<file path="src/rtl/instr_fetch.sv">
// rtl/instr_fetch.sv - instruction fetch unit: PC register, imem request FSM, instruction register.
// Optional request timeout enabled by defining FETCH_TIMEOUT_EN.
module instr_fetch #(
    parameter logic [63:0] RESET_PC    = 64'h0,
    parameter int          TIMEOUT_CYC = 15
) (
    input  logic        clk,
    input  logic        rst_n,
    input  logic        fetch_go,
    input  logic        pc_upd,
    input  logic        pc_src,
    input  logic [63:0] imm,
    output logic        imem_req,
    output logic [63:0] imem_addr,
    input  logic        imem_ack,
    input  logic [31:0] imem_rdata,
    output logic [31:0] instr,
    output logic [6:0]  opcode,
    output logic [63:0] pc,
    output logic        instr_valid,
    output logic        busy,
    output logic        fault
);

    typedef enum logic [1:0] {
        IDLE = 2'd0,
        REQ  = 2'd1,
        DONE = 2'd2,
        ERR  = 2'd3
    } state_t;

    state_t      state;
    state_t      next_state;
    logic [63:0] target;
    logic        misaligned;
    logic        pc_we;
    logic        instr_we;
    logic        fault_set;
    logic        timed_out;

    assign target     = pc_src ? (pc + imm) : (pc + 64'd4);
    assign misaligned = (target[1:0] != 2'b00);

`ifdef FETCH_TIMEOUT_EN
    localparam int CW = (TIMEOUT_CYC > 1) ? $clog2(TIMEOUT_CYC) : 1;

    logic [CW-1:0] to_cnt;

    // Counts REQ cycles already spent without an ack; cleared outside REQ.
    always_ff @(posedge clk) begin
        if (rst_n || state != REQ) begin
            to_cnt <= '0;
        end else if (!timed_out) begin
            to_cnt <= to_cnt + 1'b1;
        end
    end

    assign timed_out = (to_cnt == CW'(TIMEOUT_CYC - 1));
`else
    logic unused_timeout;

    assign unused_timeout = (TIMEOUT_CYC != 0);
    assign timed_out      = 1'b0;
`endif

    always_ff @(posedge clk) begin
        if (rst_n) begin
            state <= IDLE;
        end else begin
            state <= next_state;
        end
    end

    always_comb begin
        next_state = state;
        pc_we      = 1'b0;
        instr_we   = 1'b0;
        fault_set  = 1'b0;
        case (state)
            IDLE: begin
                // A pc update takes priority; a simultaneous fetch request is dropped.
                if (pc_upd) begin
                    if (misaligned) begin
                        fault_set  = 1'b1;
                        next_state = ERR;
                    end else begin
                        pc_we = 1'b1;
                    end
                end else if (fetch_go) begin
                    next_state = REQ;
                end
            end
            REQ: begin
                if (imem_ack) begin
                    instr_we   = 1'b1;
                    next_state = DONE;
                end else if (timed_out) begin
                    fault_set  = 1'b1;
                    next_state = ERR;
                end
            end
            DONE: begin
                next_state = IDLE;
            end
            ERR: begin
                next_state = ERR;
            end
            default: begin
                next_state = IDLE;
            end
        endcase
    end

    always_ff @(posedge clk) begin
        if (rst_n) begin
            pc    <= RESET_PC;
            instr <= 32'h0;
            fault <= 1'b0;
        end else begin
            if (pc_we) begin
                pc <= target;
            end
            if (instr_we) begin
                instr <= imem_rdata;
            end
            if (fault_set) begin
                fault <= 1'b1;
            end
        end
    end

    assign imem_req    = (state == REQ);
    assign imem_addr   = pc;
    assign instr_valid = (state == DONE);
    assign busy        = (state != IDLE);
    assign opcode      = instr[6:0];

endmodule

</file>
<file path="config.mk">
export PLATFORM = sky130hd
export DESIGN_NAME = instr_fetch
export DESIGN_NICKNAME = d
export VERILOG_FILES = /design/src/rtl/instr_fetch.sv
export SDC_FILE = /design/constraint.sdc
export NUM_CORES = 1
export LEC_CHECK = 0
export CORE_MARGIN = 2
export CORE_UTILIZATION = 50
export CTS_BUF_LIST = sky130_fd_sc_hd__clkbuf_16
export DETAILED_ROUTE_END_ITERATION = 16
export GPL_ROUTABILITY_DRIVEN = 0
export PLACE_DENSITY = 0.8
export SLEW_MARGIN = 25
export SYNTH_ARGS = -nofsm -noshare
export SYNTH_HDL_FRONTEND = slang
export SYNTH_SLANG_ARGS = --single-unit
export TNS_END_PERCENT = 1
</file>
<file path="constraint.sdc">
create_clock -name clk -period 3.9 [get_ports clk]
set_input_delay 0.78 -clock clk [delete_from_list [all_inputs] [get_ports clk]]
set_output_delay 0.78 -clock clk [all_outputs]
set_load 0.05 [all_outputs]
</file>
==> out/qor.yml <==
grt:
  grt_use_total_pct: 31.5
  first_global_vias: 10400
  gr-total-overflow: 0
  grt_pass1_wl_mm: 52.1
  grt_max_degree: 89
  antenna_found_initial: 0
setup_path:
  max_stage_delay_ns: 0.46
  critPathMaxFanout: 4
  r2r-start: "imem_addr[12]"
  path_cells: "clkdlybuf4s50_1 -> ha_1 -> fa_1 -> a211oi_1 -> o21a_1 -> nor4_2 -> a31oi_1 -> buf_4 -> o21ai_2 -> a31oi_1 -> buf_4 -> o21bai_1 -> a31oi_1 -> xor2_1 -> o22ai_1"
  end_kind: "flop"
  ff2ff_path_depth: 12
  rrSetupSlack_ns: 0.64
  path_common_cell: "a31oi_1"
  crit_slowest_cell: "clkdlybuf4s50_1"
  cp_num_buf_inv: 3
  cp-start-kind: "input port"
  cp.arrival_ns: 3.88
  reg2reg_to: "imem_addr[63]"
  critical_path_class: "in -> reg"
  cp_top_family: "compound AO/OA/AOI/OAI gates"
  cp.required_ns: 4.10
synth:
  syn_area_per_cell_um2: 7.14
  ys_types: 87
  syn_inst: 1350
  netlist_area_mm2: 0.00964
  ys_warn_count: 0
  ys_async_sr_fraction_pct: 0
  yosysTopAreaCell: "dfxtp_1"
  synth.top_cell.area_share_pct: 20.6
  synth_area_leaders: "dfxtp_1 (21%), a21oi_1 (9.4%), ha_1 (8.8%)"
  synth_flop_cell: "dfxtp_1"
  synth-seq-cells: 99
  synth-seq-area-share_pct: 20.6
  synth_edf_count: 0
  syn_nets: 1521
timing:
  clock.fmax_mhz: 272
  fin_crit_sh_pct: 94.3
  rsz0062_at_grt: "false"
  slew_violations: 0
  fin_tns_setup_ns: 0
  skew_ns: 0.00860
  slew_headroom_pct: 28.2
  setup_violations: 0
  hold_viol: 0
  hold_slack_ns: 0.456
  layout_setup_ws_ns: 0.223
  min_period_ns: 3.68
  worst_pin_slew_ns: 1.08
cts:
  cts_sinks: 99
  clock_latency_ns: 0.37
  clk_pin_slew_worst_paths_ns: 0.08
  cts_tree: "built"
  post_cts_buffers: 0
  cts_inserted_buffers: 9
  hold_buffers: 0
  htreeDepth: 3
  cts_resized: 0
  cts_root_buffer: "clkbuf_16"
  cts_buffer_depth: 2
floorplan:
  rows: 50
  start_util_pct: 51.2
  dieWidth_um: 143
  core-area_mm2: 0.0188
  die_y_um: 143
  ios: 273
  dieArea_mm2: 0.0204
power:
  p_clk_share_pct: 18.1
  power_density_mw_per_mm2: 408
  power.internal_mw: 2.70
  power.switching_mw: 2.54
  ir_drop_mv: 0.235
  combPwrFrac_pct: 56.8
  p_sw_share_pct: 48.5
  p_leak_nw: 4.96
  seq_power_share_pct: 25.1
placement:
  place_ws_ns: -0.217
  portBuffers: 272
  post-dp-hpwl_mm: 24.9
cells_and_area:
  antenna_cells: 0
  fill_cells: 1624
  drive_gt1_share_pct: 10.5
  nets: 1760
  post-route-util_pct: 68.2
  area_growth_pct: 33.2
  final_cell_mix: "clkdlybuf4s50_1 (270), a21oi_1 (182), nand2_1 (168)"
  layout_commonest_cell: "clkdlybuf4s50_1"
drt:
  wl_met1_mm: 13.5
  vias: 11200
  drt_wl_total_mm: 32.9
  drt_first_pass_iters: 8
  route.met2.wl_mm: 15.3
  met3WireLength_mm: 2.76
  viasPerCell: 6.03
  drcViolationCount: 0
  drt.antenna.violating_nets: 0
  drt-wirelength-per-cell_um: 17.8
  routed.top_layer: "met4"
  drt-initial-drc-count: 1010
worst_hold_path:
  min_from: "instr[7]"
  min_to: "instr[7]"
  hold_class: "reg -> reg"
  whs_path_depth: 2
run_status:
  status: "finished, final reports clean"
run:
  cap_violations: 0
-- flip-flops by register name, indices dropped and copies added, names as in the netlist --
signal     flops
instr         32
imem_addr     64
state          2
fault          1
-- cells in the mapped netlist, types with 4 or more instances --
cell type,n
a21oi_1,182
nand2_1,169
nor2_1,106
dfxtp_1,99
o21ai_0,99
buf_4,76
ha_1,68
clkbuf_1,49
nand3_1,47
nor3_1,35
nand4_1,31
a21o_1,30
xnor2_1,29
a31oi_1,27
a211oi_1,23
inv_1,23
xor2_1,23
o21a_1,15
o21bai_1,12
a221oi_1,11
and2_1,11
and3_1,11
buf_2,10
nor4_1,9
o31ai_1,9
or3_1,9
o22ai_1,7
buf_6,6
clkbuf_8,6
or2_2,6
buf_1,5
nand2b_1,5
nor2b_1,5
o211ai_1,5
o21ai_1,5
a31o_2,4
mux2i_1,4
nor3b_1,4
-- routing by layer --
metal	vias up	GRT usage, %
met5	-	0
met1	5136	40.6
met2	592	52.3
met3	112	4.02
met4	0	14.7
li1	5340	-
-- through the flow --
stage / std cells / cell area (um2) / power [mW]
2_1_floorplan: 1350 / 9640 / 3.38
6_report: 1854 / 12800 / 5.24
3_5_place_dp: 1838 / 12500 / 4.28
4_1_cts: 1854 / 12800 / 5.23
5_1_grt: 1854 / 12800 / 5.50
3_3_place_gp: 1838 / 12500 / 4.23
-- how the worst max path moves through the flow --
stage                        from       endpoint  cells after the start  slack [ns]
after floorplan            imm[0]  imem_addr[56]                     12        0.57
after global placement    imm[12]  imem_addr[63]                     13       -0.12
after detailed placement  imm[12]  imem_addr[63]                     13       -0.22
after CTS                 imm[12]  imem_addr[63]                     13        0.16
after global routing      imm[27]  imem_addr[36]                     14        0.05
final                      imm[0]  imem_addr[62]                     15        0.22
-- cells by family after synthesis --
logic type	Yosys count	share of synthesized area (%)
multiplexers	6	0.649
flip-flops	99	20.6
adder cells (fa/ha/maj)	69	9.03
AND/OR/NAND/NOR	470	23.1
buffers and inverters	178	11.2
AO/OA/AOI/OAI	476	30.7
XOR/XNOR	52	4.72
-- tightest hold or removal path, delay by kind of cell, from the launching register on --
| family | cells | cell delay [ns] |
|---|---|---|
| DFF | 1 | 0.31 |
| and+or+nand+nor | 1 | 0.05 |
| AOI/OAI and AO/OA | 1 | 0.05 |
-- cell type report --
cell class	count	area, um2	share of cell area, %
clock buffers	9	225	1.75
clock inverters	7	75.1	0.585
inverters	23	86.3	0.672
multi-input cells	1073	6590	51.3
flip-flops and latches	99	1980	15.4
well taps	260	325	2.53
repair buffers	383	3560	27.7
-- power by group through the flow --
stage | sequential, mW | clock [mW] | combinational [mW]
after CTS | 1.31 | 0.957 | 2.96
final | 1.32 | 0.947 | 2.98
after global placement | 1.33 | 0 | 2.90
after floorplan | 1.71 | 0 | 1.68
after global routing | 1.34 | 0.985 | 3.18
after detailed placement | 1.33 | 0 | 2.94
No activity file was read; power rests on OpenSTA's default activity.
